<file path="config.mk">
export PLATFORM = sky130hd
export DESIGN_NAME = mem_stage_flat
export DESIGN_NICKNAME = d
export VERILOG_FILES = /design/src/rtl/mem_stage_if.sv /design/src/rtl/mem_stage.sv /design/src/flat_wrapper.sv
export SDC_FILE = /design/constraint.sdc
export NUM_CORES = 1
export LEC_CHECK = 0
export CAP_MARGIN = 10
export CORE_UTILIZATION = 32
export CTS_CLUSTER_DIAMETER = 100
export DETAILED_ROUTE_END_ITERATION = 8
export PLACE_DENSITY_LB_ADDON = 0.25
export SLEW_MARGIN = 20
export SYNTH_ARGS = -nofsm -noshare
export SYNTH_HDL_FRONTEND = slang
export SYNTH_SLANG_ARGS = --single-unit
</file>
<file path="constraint.sdc">
create_clock -name CLK -period 2.9 [get_ports CLK]
set_input_delay 0.87 -clock CLK [delete_from_list [all_inputs] [get_ports CLK]]
set_output_delay 0.87 -clock CLK [all_outputs]
set_load 0.05 [all_outputs]
</file>
<file path="src/rtl/mem_stage_if.sv">
// mem_stage_if: bundles every signal of the MEM stage except clock and reset.
//   ex_*        : EX/MEM latch contents (driven upstream, held while mem_stall=1)
//   dhit/dmemload, dmemREN/WEN/addr/store : data-cache handshake
//   mem_stall   : freeze request towards upstream stages
//   wb_*        : registered MEM/WB latch contents
//   err_*       : sticky error flags
// Modports: slave = the MEM stage itself, master = its environment.
interface mem_stage_if;
    logic        ex_valid;
    logic        ex_dREN;
    logic        ex_dWEN;
    logic [31:0] ex_daddr;
    logic [31:0] ex_dstore;
    logic        ex_regWr;
    logic [4:0]  ex_wsel;
    logic [1:0]  ex_memToReg;
    logic        ex_halt;
    logic        dhit;
    logic [31:0] dmemload;
    logic        dmemREN;
    logic        dmemWEN;
    logic [31:0] dmemaddr;
    logic [31:0] dmemstore;
    logic        mem_stall;
    logic        wb_valid;
    logic        wb_regWr;
    logic        wb_halt;
    logic [4:0]  wb_wsel;
    logic [1:0]  wb_memToReg;
    logic [31:0] wb_dmemload;
    logic        err_timeout;
    logic        err_align;

    modport slave (
        input  ex_valid, ex_dREN, ex_dWEN, ex_daddr, ex_dstore, ex_regWr,
               ex_wsel, ex_memToReg, ex_halt, dhit, dmemload,
        output dmemREN, dmemWEN, dmemaddr, dmemstore, mem_stall,
               wb_valid, wb_regWr, wb_halt, wb_wsel, wb_memToReg, wb_dmemload,
               err_timeout, err_align
    );

    modport master (
        output ex_valid, ex_dREN, ex_dWEN, ex_daddr, ex_dstore, ex_regWr,
               ex_wsel, ex_memToReg, ex_halt, dhit, dmemload,
        input  dmemREN, dmemWEN, dmemaddr, dmemstore, mem_stall,
               wb_valid, wb_regWr, wb_halt, wb_wsel, wb_memToReg, wb_dmemload,
               err_timeout, err_align
    );
endinterface

</file>
<file path="src/rtl/mem_stage.sv">
// mem_stage: pipeline MEM stage. Issues data-cache requests combinationally
// from the EX/MEM latch, stalls upstream until the cache hits, registers the
// result into MEM/WB, and halts on a halt instruction or an access timeout.
// Ports:
//   CLK   : clock, all state on rising edge
//   nRST  : asynchronous active-low reset
//   bus   : mem_stage_if.slave (EX/MEM inputs, cache handshake, MEM/WB outputs)
// Parameter TIMEOUT (1..255): WAIT cycles without a hit before giving up.
module mem_stage #(
    parameter int unsigned TIMEOUT = 64
) (
    input logic        CLK,
    input logic        nRST,
    mem_stage_if.slave bus
);
    typedef enum logic [1:0] {IDLE, WAIT, HALTED} state_t;

    localparam logic [7:0] TIMEOUT_CNT = 8'(TIMEOUT);

    state_t      state_q, state_d;
    logic [7:0]  cnt_q, cnt_d;
    logic        wb_valid_q, wb_valid_d;
    logic        wb_regWr_q, wb_regWr_d;
    logic        wb_halt_q, wb_halt_d;
    logic [4:0]  wb_wsel_q, wb_wsel_d;
    logic [1:0]  wb_memToReg_q, wb_memToReg_d;
    logic [31:0] wb_dmemload_q, wb_dmemload_d;
    logic        err_timeout_q, err_timeout_d;
    logic        err_align_q, err_align_d;

    logic mem_op, misaligned, access, stall;

    // Request path. nRST is folded into access so requests drop the instant
    // reset asserts, even before the state register is seen as IDLE.
    always_comb begin
        mem_op     = bus.ex_valid & (bus.ex_dREN | bus.ex_dWEN);
        misaligned = mem_op & (bus.ex_daddr[1:0] != 2'b00);
        access     = mem_op & ~misaligned & (state_q != HALTED) & nRST;
        stall      = (access & ~bus.dhit) | (state_q == HALTED);
    end

    assign bus.dmemWEN     = access & bus.ex_dWEN;
    assign bus.dmemREN     = access & bus.ex_dREN & ~bus.ex_dWEN;  // store wins
    assign bus.dmemaddr    = access ? bus.ex_daddr  : 32'h0;
    assign bus.dmemstore   = access ? bus.ex_dstore : 32'h0;
    assign bus.mem_stall   = stall;
    assign bus.wb_valid    = wb_valid_q;
    assign bus.wb_regWr    = wb_regWr_q;
    assign bus.wb_halt     = wb_halt_q;
    assign bus.wb_wsel     = wb_wsel_q;
    assign bus.wb_memToReg = wb_memToReg_q;
    assign bus.wb_dmemload = wb_dmemload_q;
    assign bus.err_timeout = err_timeout_q;
    assign bus.err_align   = err_align_q;

    always_comb begin
        state_d       = state_q;
        cnt_d         = cnt_q;
        wb_valid_d    = wb_valid_q;
        wb_regWr_d    = wb_regWr_q;
        wb_halt_d     = wb_halt_q;
        wb_wsel_d     = wb_wsel_q;
        wb_memToReg_d = wb_memToReg_q;
        wb_dmemload_d = wb_dmemload_q;
        err_timeout_d = err_timeout_q;
        err_align_d   = err_align_q | misaligned;

        case (state_q)
            IDLE: begin
                cnt_d = 8'd0;
                if (access & ~bus.dhit) state_d = WAIT;
            end
            WAIT: begin
                // Losing access here would mean upstream dropped a stalled
                // request; treat it like completion rather than hang.
                if (bus.dhit | ~access) begin
                    state_d = IDLE;
                    cnt_d   = 8'd0;
                end else begin
                    cnt_d = cnt_q + 8'd1;
                    if (cnt_d == TIMEOUT_CNT) begin
                        err_timeout_d = 1'b1;
                        state_d       = HALTED;
                    end
                end
            end
            HALTED: ;
            default: state_d = IDLE;
        endcase

        if (!stall) begin
            wb_valid_d    = bus.ex_valid & ~misaligned;
            wb_regWr_d    = bus.ex_regWr;
            wb_wsel_d     = bus.ex_wsel;
            wb_memToReg_d = bus.ex_memToReg;
            wb_dmemload_d = (bus.dmemREN & bus.dhit) ? bus.dmemload : 32'h0;
            if (bus.ex_valid & bus.ex_halt) begin
                wb_halt_d = 1'b1;
                state_d   = HALTED;
            end
        end else begin
            wb_valid_d = 1'b0;  // bubble; other fields hold
        end
    end

    always_ff @(posedge CLK or negedge nRST) begin
        if (!nRST) begin
            state_q       <= IDLE;
            cnt_q         <= 8'd0;
            wb_valid_q    <= 1'b0;
            wb_regWr_q    <= 1'b0;
            wb_halt_q     <= 1'b0;
            wb_wsel_q     <= 5'd0;
            wb_memToReg_q <= 2'd0;
            wb_dmemload_q <= 32'h0;
            err_timeout_q <= 1'b0;
            err_align_q   <= 1'b0;
        end else begin
            state_q       <= state_d;
            cnt_q         <= cnt_d;
            wb_valid_q    <= wb_valid_d;
            wb_regWr_q    <= wb_regWr_d;
            wb_halt_q     <= wb_halt_d;
            wb_wsel_q     <= wb_wsel_d;
            wb_memToReg_q <= wb_memToReg_d;
            wb_dmemload_q <= wb_dmemload_d;
            err_timeout_q <= err_timeout_d;
            err_align_q   <= err_align_d;
        end
    end
endmodule

</file>
<file path="src/flat_wrapper.sv">
// flat-port wrapper written by rule: the top's interface ports become plain ports
module mem_stage_flat 
#(
    parameter int unsigned TIMEOUT = 64
)
  (CLK, nRST, bus_ex_valid, bus_ex_dREN, bus_ex_dWEN, bus_ex_daddr, bus_ex_dstore, bus_ex_regWr, bus_ex_wsel, bus_ex_memToReg, bus_ex_halt, bus_dhit, bus_dmemload, bus_dmemREN, bus_dmemWEN, bus_dmemaddr, bus_dmemstore, bus_mem_stall, bus_wb_valid, bus_wb_regWr, bus_wb_halt, bus_wb_wsel, bus_wb_memToReg, bus_wb_dmemload, bus_err_timeout, bus_err_align);
  mem_stage_if bus_i ();
  input logic CLK;
  input logic nRST;
  input wire logic [$bits(bus_i.ex_valid)-1:0] bus_ex_valid;
  input wire logic [$bits(bus_i.ex_dREN)-1:0] bus_ex_dREN;
  input wire logic [$bits(bus_i.ex_dWEN)-1:0] bus_ex_dWEN;
  input wire logic [$bits(bus_i.ex_daddr)-1:0] bus_ex_daddr;
  input wire logic [$bits(bus_i.ex_dstore)-1:0] bus_ex_dstore;
  input wire logic [$bits(bus_i.ex_regWr)-1:0] bus_ex_regWr;
  input wire logic [$bits(bus_i.ex_wsel)-1:0] bus_ex_wsel;
  input wire logic [$bits(bus_i.ex_memToReg)-1:0] bus_ex_memToReg;
  input wire logic [$bits(bus_i.ex_halt)-1:0] bus_ex_halt;
  input wire logic [$bits(bus_i.dhit)-1:0] bus_dhit;
  input wire logic [$bits(bus_i.dmemload)-1:0] bus_dmemload;
  output wire logic [$bits(bus_i.dmemREN)-1:0] bus_dmemREN;
  output wire logic [$bits(bus_i.dmemWEN)-1:0] bus_dmemWEN;
  output wire logic [$bits(bus_i.dmemaddr)-1:0] bus_dmemaddr;
  output wire logic [$bits(bus_i.dmemstore)-1:0] bus_dmemstore;
  output wire logic [$bits(bus_i.mem_stall)-1:0] bus_mem_stall;
  output wire logic [$bits(bus_i.wb_valid)-1:0] bus_wb_valid;
  output wire logic [$bits(bus_i.wb_regWr)-1:0] bus_wb_regWr;
  output wire logic [$bits(bus_i.wb_halt)-1:0] bus_wb_halt;
  output wire logic [$bits(bus_i.wb_wsel)-1:0] bus_wb_wsel;
  output wire logic [$bits(bus_i.wb_memToReg)-1:0] bus_wb_memToReg;
  output wire logic [$bits(bus_i.wb_dmemload)-1:0] bus_wb_dmemload;
  output wire logic [$bits(bus_i.err_timeout)-1:0] bus_err_timeout;
  output wire logic [$bits(bus_i.err_align)-1:0] bus_err_align;
  assign bus_i.ex_valid = bus_ex_valid;
  assign bus_i.ex_dREN = bus_ex_dREN;
  assign bus_i.ex_dWEN = bus_ex_dWEN;
  assign bus_i.ex_daddr = bus_ex_daddr;
  assign bus_i.ex_dstore = bus_ex_dstore;
  assign bus_i.ex_regWr = bus_ex_regWr;
  assign bus_i.ex_wsel = bus_ex_wsel;
  assign bus_i.ex_memToReg = bus_ex_memToReg;
  assign bus_i.ex_halt = bus_ex_halt;
  assign bus_i.dhit = bus_dhit;
  assign bus_i.dmemload = bus_dmemload;
  assign bus_dmemREN = bus_i.dmemREN;
  assign bus_dmemWEN = bus_i.dmemWEN;
  assign bus_dmemaddr = bus_i.dmemaddr;
  assign bus_dmemstore = bus_i.dmemstore;
  assign bus_mem_stall = bus_i.mem_stall;
  assign bus_wb_valid = bus_i.wb_valid;
  assign bus_wb_regWr = bus_i.wb_regWr;
  assign bus_wb_halt = bus_i.wb_halt;
  assign bus_wb_wsel = bus_i.wb_wsel;
  assign bus_wb_memToReg = bus_i.wb_memToReg;
  assign bus_wb_dmemload = bus_i.wb_dmemload;
  assign bus_err_timeout = bus_i.err_timeout;
  assign bus_err_align = bus_i.err_align;
  mem_stage #(.TIMEOUT(TIMEOUT)) u_core (.CLK(CLK), .nRST(nRST), .bus(bus_i));
endmodule
</file>
* Word level (Yosys, flattened, before mapping)
Index checks and enable logic that the tools add are counted.
** Word-level totals
- Logic and storage cells :: 54
- RAM bits :: 0
- Memories :: 0
- Bits in read-only memories :: 0
- Output and inout bits :: 111
- Bits in registers :: 54
- Bits of input ports :: 111
- Latch bits :: 0
** Cells by class
- Shift-type cells :: 0
- Order comparisons :: 0
- Equal/unequal tests :: 4
- Multipliers :: 0
- Reduce and logical (&&, ||, !) cells :: 5
- $add $sub $neg :: 1
- Bitwise gates (word level) :: 22
- Mux-type cells :: 12
- Div/mod/pow operators :: 0
** Operator list (count)
- $mux W32 :: 3
- $pmux W8 S2 :: 1
- $and A1 B1 Y1 :: 12
- $mux W2 :: 5
- $add A8 B1 Y8 const B :: 1
- $eq A8 B7 Y1 const B :: 1
- $mux W8 :: 1
- $not A1 Y1 :: 6
- $pmux W2 S3 :: 1
- $or A1 B1 Y1 :: 4
- $reduce_bool A2 Y1 :: 2
- $reduce_and A3 Y1 :: 1
- $eq A2 B1 Y1 const B :: 1
- $eq A2 B2 Y1 const B :: 1
- $logic_not A2 Y1 :: 1
- $ne A2 B2 Y1 const B :: 1
- $reduce_and A2 Y1 :: 1
- $mux W1 :: 1

* Longest topological paths before layout
Gate-level depths: netlist of the first run.
- Depth after elaboration :: 13
- Gate-level depth with buffers :: 6
- Mapped depth without buffers :: 5

* Least setup slack after synthesis of the first run
No wires, ideal clock.
- Path type :: input to output
- Start point :: input port bus_ex_daddr[1]
- End point :: output port bus_dmemREN
- Required time :: 2030 ps
- Path slack :: -403 ps
- Cell stages on the path :: 3
- Buffers on the path :: 0
- Data arrival time :: 2433 ps
- Cells stage by stage :: nor3b_2 -> nand3_2 -> nor3b_1
** Between the ends
- Cells in the longest elaborated chain, start to end :: 8
** RTL lines
- from (decl) :: line flat_wrapper.sv:13 : input wire logic [$bits(bus_i.ex_daddr)-1:0] bus_ex_daddr;
- $reduce_bool A2 Y1 :: line mem_stage.sv:37 : misaligned = mem_op & (bus.ex_daddr[1:0] != 2'b00);
- $and A1 B1 Y1 :: line mem_stage.sv:37
- $not A1 Y1 :: line mem_stage.sv:38 : access = mem_op & ~misaligned & (state_q != HALTED) & nRST;
- $and A1 B1 Y1 (3 in a row) :: line mem_stage.sv:38
- $and A1 B1 Y1 (2 in a row) :: line mem_stage.sv:43 : assign bus.dmemREN = access & bus.ex_dREN & ~bus.ex_dWEN;
- to (decl) :: line flat_wrapper.sv:21 : output wire logic [$bits(bus_i.dmemREN)-1:0] bus_dmemREN;
No other way between the ends.

* Worst setup path in the final report of the first run
- Start point :: input port bus_ex_daddr[1]
- End point :: output port bus_dmemstore[11]
** Between the ends
- Cells in the longest elaborated chain, start to end :: 7
** RTL lines
- $reduce_bool A2 Y1 :: line mem_stage.sv:37
- $and A1 B1 Y1 :: line mem_stage.sv:37
- $not A1 Y1 :: line mem_stage.sv:38
- $and A1 B1 Y1 (3 in a row) :: line mem_stage.sv:38
- $mux W32 :: line mem_stage.sv:45 : assign bus.dmemstore = access ? bus.ex_dstore : 32'h0;
- to (decl) :: line flat_wrapper.sv:24 : output wire logic [$bits(bus_i.dmemstore)-1:0] bus_dmemstore;
No other way between the ends.

==> reports/metrics.yaml, run 1 <==
outcome:
  status: "finished with violations"
  violations: "setup timing"
grt:
  grt_util_met2_pct: 50.9
  grt_use_met1_pct: 28.0
  use_met3_pct: 10.7
  grt_pass1_wl_um: 17500
  grt_use_total_pct: 27.8
  grt_max_degree: 55
  grt_pass1_vias: 3152
  antenna_found_initial: 0
  busiest_layer: "met2"
  gr-total-overflow: 0
setup_path:
  cp.required_ns: 2.03
  path_max_fanout: 7
  arrival_ns: 2.04
  cp-end-kind: "primary output"
  worstSetupPathType: "in -> out"
  cp-start-kind: "input port"
drt:
  first_pass_iters: 4
  vias: 2848
  ant_nets: 0
  routed_wl_um: 12000
  avgViaCountPerCell: 4.95
  route.detailed.drc: 0
  drt-wirelength-per-cell_um: 20.8
  drt_iter0_drc: 102
power:
  p_sw_share_pct: 20.5
  p_leak_uw: 0.00270
  comb_power_share_pct: 13.4
  power.density_nw_per_um2: 234
  clkPwrFrac_pct: 34.4
  ir_worst_vdd_uv: 209
  power.internal_uw: 1150
  switching_power_uw: 295
  pwr-share-seq_pct: 52.2
timing:
  finClkSkew_ns: 0.00682
  slew_viol_final: 0
  final-hold-violation-count: 0
  max_clock_freq_ghz: 0.343
  hold_slack_ns: 0.489
  relSlewSlack_pct: 57.2
  rsz0062_at_grt: "yes"
  layout_setup_ws_ns: -0.0117
  period_share_pct: 100
  worst_pin_slew_ns: 0.642
  setup-violations-final: 1
  fin_crit_ns: 2.91
layout:
  final_cell_mix: "clkdlybuf4s50_1 (148), buf_12 (69), and2_4 (63), dfrtp_1 (54), a22o_1 (32)"
  fin_nets: 584
  layout_commonest_cell: "clkdlybuf4s50_1"
  fill_cells: 447
  final_cell_area_um2: 6170
  drive_above_1_share_pct: 37.2
  area_growth_syn_to_layout_pct: 137
  num_antenna_cells: 0
placement:
  hpwlAfterDp_um: 7720
  dp_slack_ns: -0.305
  postPlaceCellArea_um2: 5650
  io_buffers: 219
  gp_congestion: 0.869
floorplan:
  io_pins: 222
  core_um2: 7810
  rows: 32
  die-height_um: 92.2
  die_w_um: 92.2
  dieArea_um2: 8500
  start_util_pct: 33.3
logic_synthesis:
  synthFlopType: "dfrtp_1"
  yosys.area.top_type: "dfrtp_1"
  netlist.area_leader.share_pct: 51.9
  synth_edf_count: 0
  ys_ff_latch: 54
  yosysSeqAreaShare_pct: 51.9
  ys_async_sr_fraction_pct: 100
  avgSynthCellArea_um2: 10.9
  ys_warn_count: 0
  synth_cell_types: 36
  netlist_instances: 238
  netlist_area_um2: 2600
  synth_area_leaders: "dfrtp_1 (52%), and2_1 (15%), a22o_1 (11%), mux2_1 (2.2%), buf_4 (1.4%)"
clock_network:
  clock_sinks: 54
  cts_buffers: 5
  cts_max_level: 2
  clk_pin_slew_worst_paths_ns: 0.09
  worst_skew_pair.late_latency_ns: 0.30
  cts_buffer_depth: 2
  cts_tree: "built"
  root_buffer: "clkbuf_8"
min_path:
  hp-class: "reg -> reg"
flow_run:
  maxCapViolCount: 0
cells by family after synthesis:
logic type      after synthesis  synth area share, %
mux                           8                 3.46
compound gates               49                 15.5
xor+xnor                      2                0.673
fa+ha+maj                     1                0.480
simple gates                103                 23.6
other cells                   1                0.144
flops                        54                 51.9
buf+inv                      20                 4.18
registers in the layout (all words and copies together), names as in the netlist:
register,count
u_core.bus.wb_dmemload,32
u_core.cnt_q,8
u_core.bus.wb_wsel,5
u_core.bus.wb_memToReg,2
u_core.state_q,2
u_core.bus.err_align,1
u_core.bus.err_timeout,1
u_core.bus.wb_halt,1
u_core.bus.wb_regWr,1
u_core.bus.wb_valid,1
critical path, stage by stage:
cell and delay (ns):
buf_6 0.10, nor3b_4 0.19, and3_4 0.27, buf_8 0.16, buf_16 0.12, and2_4 0.17, buf_12 0.15
metrics by stage:
| stage | power, uW | utilization, % | std cells | setup TNS [ns] |
|---|---|---|---|---|
| 2_1_floorplan | 780 | - | 239 | 0 |
| 4_1_cts | 1450 | 78.4 | 574 | 0 |
| 3_3_place_gp | 946 | 72.4 | 554 | -15.12 |
| 3_5_place_dp | 948 | 72.4 | 554 | -16.60 |
| 5_1_grt | 1500 | 79.0 | 575 | -1.57 |
| 6_report | 1440 | 79.0 | 575 | -0.0117 |
cells in the mapped netlist, types with 2 or more instances:
cell type / n
o211ai_1: 2
mux2_1: 5
o21bai_1: 3
nor3b_1: 3
or3_1: 3
nor2_1: 5
buf_2: 6
nand3_1: 4
nand2b_1: 2
and3_1: 3
nand2_1: 10
and2_1: 63
a22o_1: 32
buf_4: 5
inv_1: 2
dfrtp_1: 54
nor3_1: 4
o21ai_0: 6
clkbuf_1: 6
mux2_2: 3
a21o_1: 2
power by group through the flow:
| stage | logic (uW) | clock network [uW] | registers [uW] |
|---|---|---|---|
| 2_1_floorplan | 12.7 | 0 | 767 |
| 3_3_place_gp | 179 | 0 | 767 |
| 3_5_place_dp | 181 | 0 | 767 |
| 4_1_cts | 186 | 510 | 752 |
| 5_1_grt | 203 | 544 | 752 |
| 6_report | 193 | 495 | 752 |
cell type report:
| type | instances | area, um2 | area share (%) |
|---|---|---|---|
| repair buffers | 244 | 3240 | 52.5 |
| flip-flops and latches | 54 | 1350 | 21.9 |
| clock buffers | 6 | 72.6 | 1.18 |
| multi-input cells | 165 | 1340 | 21.6 |
| well taps | 102 | 128 | 2.07 |
| inverters | 2 | 7.51 | 0.122 |
| clock inverters | 2 | 37.5 | 0.608 |
final timing paths:
check	startpoint	to	slack (ns)	cells past startpoint
worst max-delay path	bus_ex_daddr[1]	bus_dmemstore[11]	-0.01	7
worst min-delay path	u_core.bus.wb_halt$_DFFE_PN0P_	u_core.bus.wb_halt$_DFFE_PN0P_	0.49	1
worst max register to register	u_core.state_q[1]$_DFF_PN0_	u_core.bus.wb_wsel[4]$_DFFE_PN0P_	0.91	5
worst min register to register	u_core.bus.wb_halt$_DFFE_PN0P_	u_core.bus.wb_halt$_DFFE_PN0P_	0.49	1
max in group asynchronous	nRST	u_core.bus.wb_dmemload[19]$_DFFE_PN0P_	1.77	2
min in group asynchronous	nRST	u_core.bus.err_align$_DFF_PN0_	0.71	2
layer usage:
metal | share of wire [%] | wire length, um | vias to the layer above
li1 | - | - | 1288
met1 | 35 | 4180 | 1385
met2 | 51 | 6140 | 147
met3 | 10 | 1210 | 28
met4 | 3.6 | 430 | 0
met5 | 0 | 0 | -
timing repair:
item / 4_1_cts / 5_1_grt
hold buffers: 0 / 0
gates cloned: 7 / 1
gates resized for setup: 91 / 11
setup buffers: 5 / 0
pin swaps: 25 / 27
endpoints found under the setup margin: 65 / 52
Note: power is estimated with default switching activity, not from simulation.
==> inputs of run 2 (changes only) <==
--- a/config.mk
+++ b/config.mk
@@ -10,6 +10,7 @@
 export CTS_CLUSTER_DIAMETER = 100
 export DETAILED_ROUTE_END_ITERATION = 8
 export PLACE_DENSITY_LB_ADDON = 0.25
+export RECOVER_POWER = 100
 export SLEW_MARGIN = 20
 export SYNTH_ARGS = -nofsm -noshare
 export SYNTH_HDL_FRONTEND = slang
==> run 2 against run 1 <==
Against the previous run:
- the flow still finishes with violations (setup timing)
- worst hold slack barely moved
- die area is the same
- flip-flop and latch count did not move
- clock skew shrank 0.00084 ns
- sequential share of layout area is essentially flat
- clock-buffer cell count is the same
- clock power hardly changed
- global-route usage did not move
- sequential power hardly changed
- critical path depth unchanged
==> reports/metrics.yaml, run 2 (same netlist as run 1, synthesis figures left out) <==
setup_path:
  worstSetupPathType: "in -> out"
  timing.rr.start: "u_core.state_q[1]$_DFF_PN0_"
  cp-start-kind: "input port"
  cp-end-kind: "primary output"
  r2r_slack_ns: 0.91
  cp.required_ns: 2.03
  arrival_ns: 2.04
  crit_start: "bus_ex_daddr[1]"
  path_max_fanout: 7
  worst_r2r_path_depth: 5
  r2r_end: "u_core.bus.wb_wsel[4]$_DFFE_PN0P_"
grt:
  grt_pass1_wl_um: 17500
  grt_pass1_vias: 3152
  gr-total-overflow: 0
  grt_max_degree: 55
  grt_use_total_pct: 27.8
  antenna_found_initial: 0
floorplan:
  rows: 32
  io_pins: 222
  die-height_um: 92.2
  core_um2: 7810
  die_w_um: 92.2
  start_util_pct: 33.3
  dieArea_um2: 8500
layout:
  final_cell_area_um2: 6160
  largest_register_ffs: 32
  fin_cells: 575
  fin_nets: 584
  layout_commonest_cell: "clkdlybuf4s50_1"
  drive_above_1_share_pct: 37.0
  num_antenna_cells: 0
  final_cell_mix: "clkdlybuf4s50_1 (148), buf_12 (69), and2_4 (63), dfrtp_1 (54), a22o_1 (32)"
  area_growth_syn_to_layout_pct: 137
timing:
  finClkSkew_ns: 0.00598
  worst_pin_slew_ns: 1.27
  period_share_pct: 100
  fin_setup_tns_ns: -0.0131
  hold_slack_ns: 0.489
  layout_setup_ws_ns: -0.0131
  setup-violations-final: 1
  rsz0062_at_grt: "yes"
  slew_viol_final: 0
  max_clock_freq_ghz: 0.343
  final-hold-violation-count: 0
  relSlewSlack_pct: 15.6
  fin_crit_ns: 2.91
clock_network:
  cts_hold_buf: 0
  cts_max_level: 2
  cts_buffers: 5
  cts_buffer_depth: 2
  root_buffer: "clkbuf_8"
  worst_skew_pair.late_latency_ns: 0.30
  cts_tree: "built"
  clk_pin_slew_worst_paths_ns: 0.09
  clock_sinks: 54
power:
  p_sw_share_pct: 20.5
  p_leak_uw: 0.00269
  switching_power_uw: 294
  clkPwrFrac_pct: 34.4
  power.internal_uw: 1140
  comb_power_share_pct: 13.3
  pwr-share-seq_pct: 52.3
  ir_worst_vdd_uv: 209
  power.density_nw_per_um2: 233
drt:
  route.detailed.drc: 0
  drt_iter0_drc: 111
  vias: 2839
  first_pass_iters: 4
  routed_wl_um: 11900
  avgViaCountPerCell: 4.94
  ant_nets: 0
  drt-wirelength-per-cell_um: 20.8
outcome:
  status: "finished with violations"
  violations: "setup timing"
placement:
  io_buffers: 219
  gp_congestion: 0.869
  hpwlAfterDp_um: 7720
  dp_slack_ns: -0.305
  postPlaceCellArea_um2: 5650
  placed_cells: 554
min_path:
  min_path_cells: 1
  hp-class: "reg -> reg"
  hold_start: "u_core.bus.wb_halt$_DFFE_PN0P_"
  holdPathEnd: "u_core.bus.wb_halt$_DFFE_PN0P_"
flow_run:
  maxCapViolCount: 0
-- run 2: metrics by stage --
step	util, %	total power (uW)
after floorplan	-	780
after global placement	72.4	946
after detailed placement	72.4	948
after CTS	78.4	1450
after global routing	78.9	1500
final	78.9	1440
-- run 2: final cells by class --
type | instances | area, um2
Clock buffer | 6 | 72.6
Clock inverter | 2 | 37.5
Fill cell | 450 | 1640
Inverter | 2 | 7.51
Multi-Input combinational cell | 165 | 1340
Sequential cell | 54 | 1350
Tap cell | 102 | 128
Timing Repair Buffer | 244 | 3230
-- run 2: worst max path at each step --
stage	to	slack [ns]	cells after the start
after floorplan	bus_dmemaddr[10]	0.06	5
after global placement	bus_dmemaddr[11]	-0.26	6
after detailed placement	bus_dmemstore[1]	-0.30	6
after CTS	bus_dmemaddr[11]	0.004	7
after global routing	bus_dmemstore[11]	-0.07	7
final	bus_dmemstore[11]	-0.01	7
-- run 2: power by group through the flow --
stage	clock (uW)	combinational [uW]	sequential, uW
global route	544	202	753
finish	495	192	752
global placement	0	179	767
CTS	510	186	752
detailed placement	0	181	767
floorplan	0	12.7	767
-- run 2: repair_timing --
item,CTS,global route
pin swaps,25,27
setup buffers,5,0
gates cloned,7,1
resized for setup,91,11
endpoints found under the setup margin,65,52
-- run 2: per-layer routing --
metal  wire length (um)  GRT usage (%)
met1               4140           28.0
met2               6120           50.9
met3               1230           10.7
met4                434           11.8
met5                  0              0
-- run 2: worst max-delay path, stage by stage --
cell and delay, ns:
buf_6 0.10, nor3b_4 0.19, and3_4 0.27, buf_8 0.16, buf_16 0.12, and2_4 0.17
buf_12 0.15
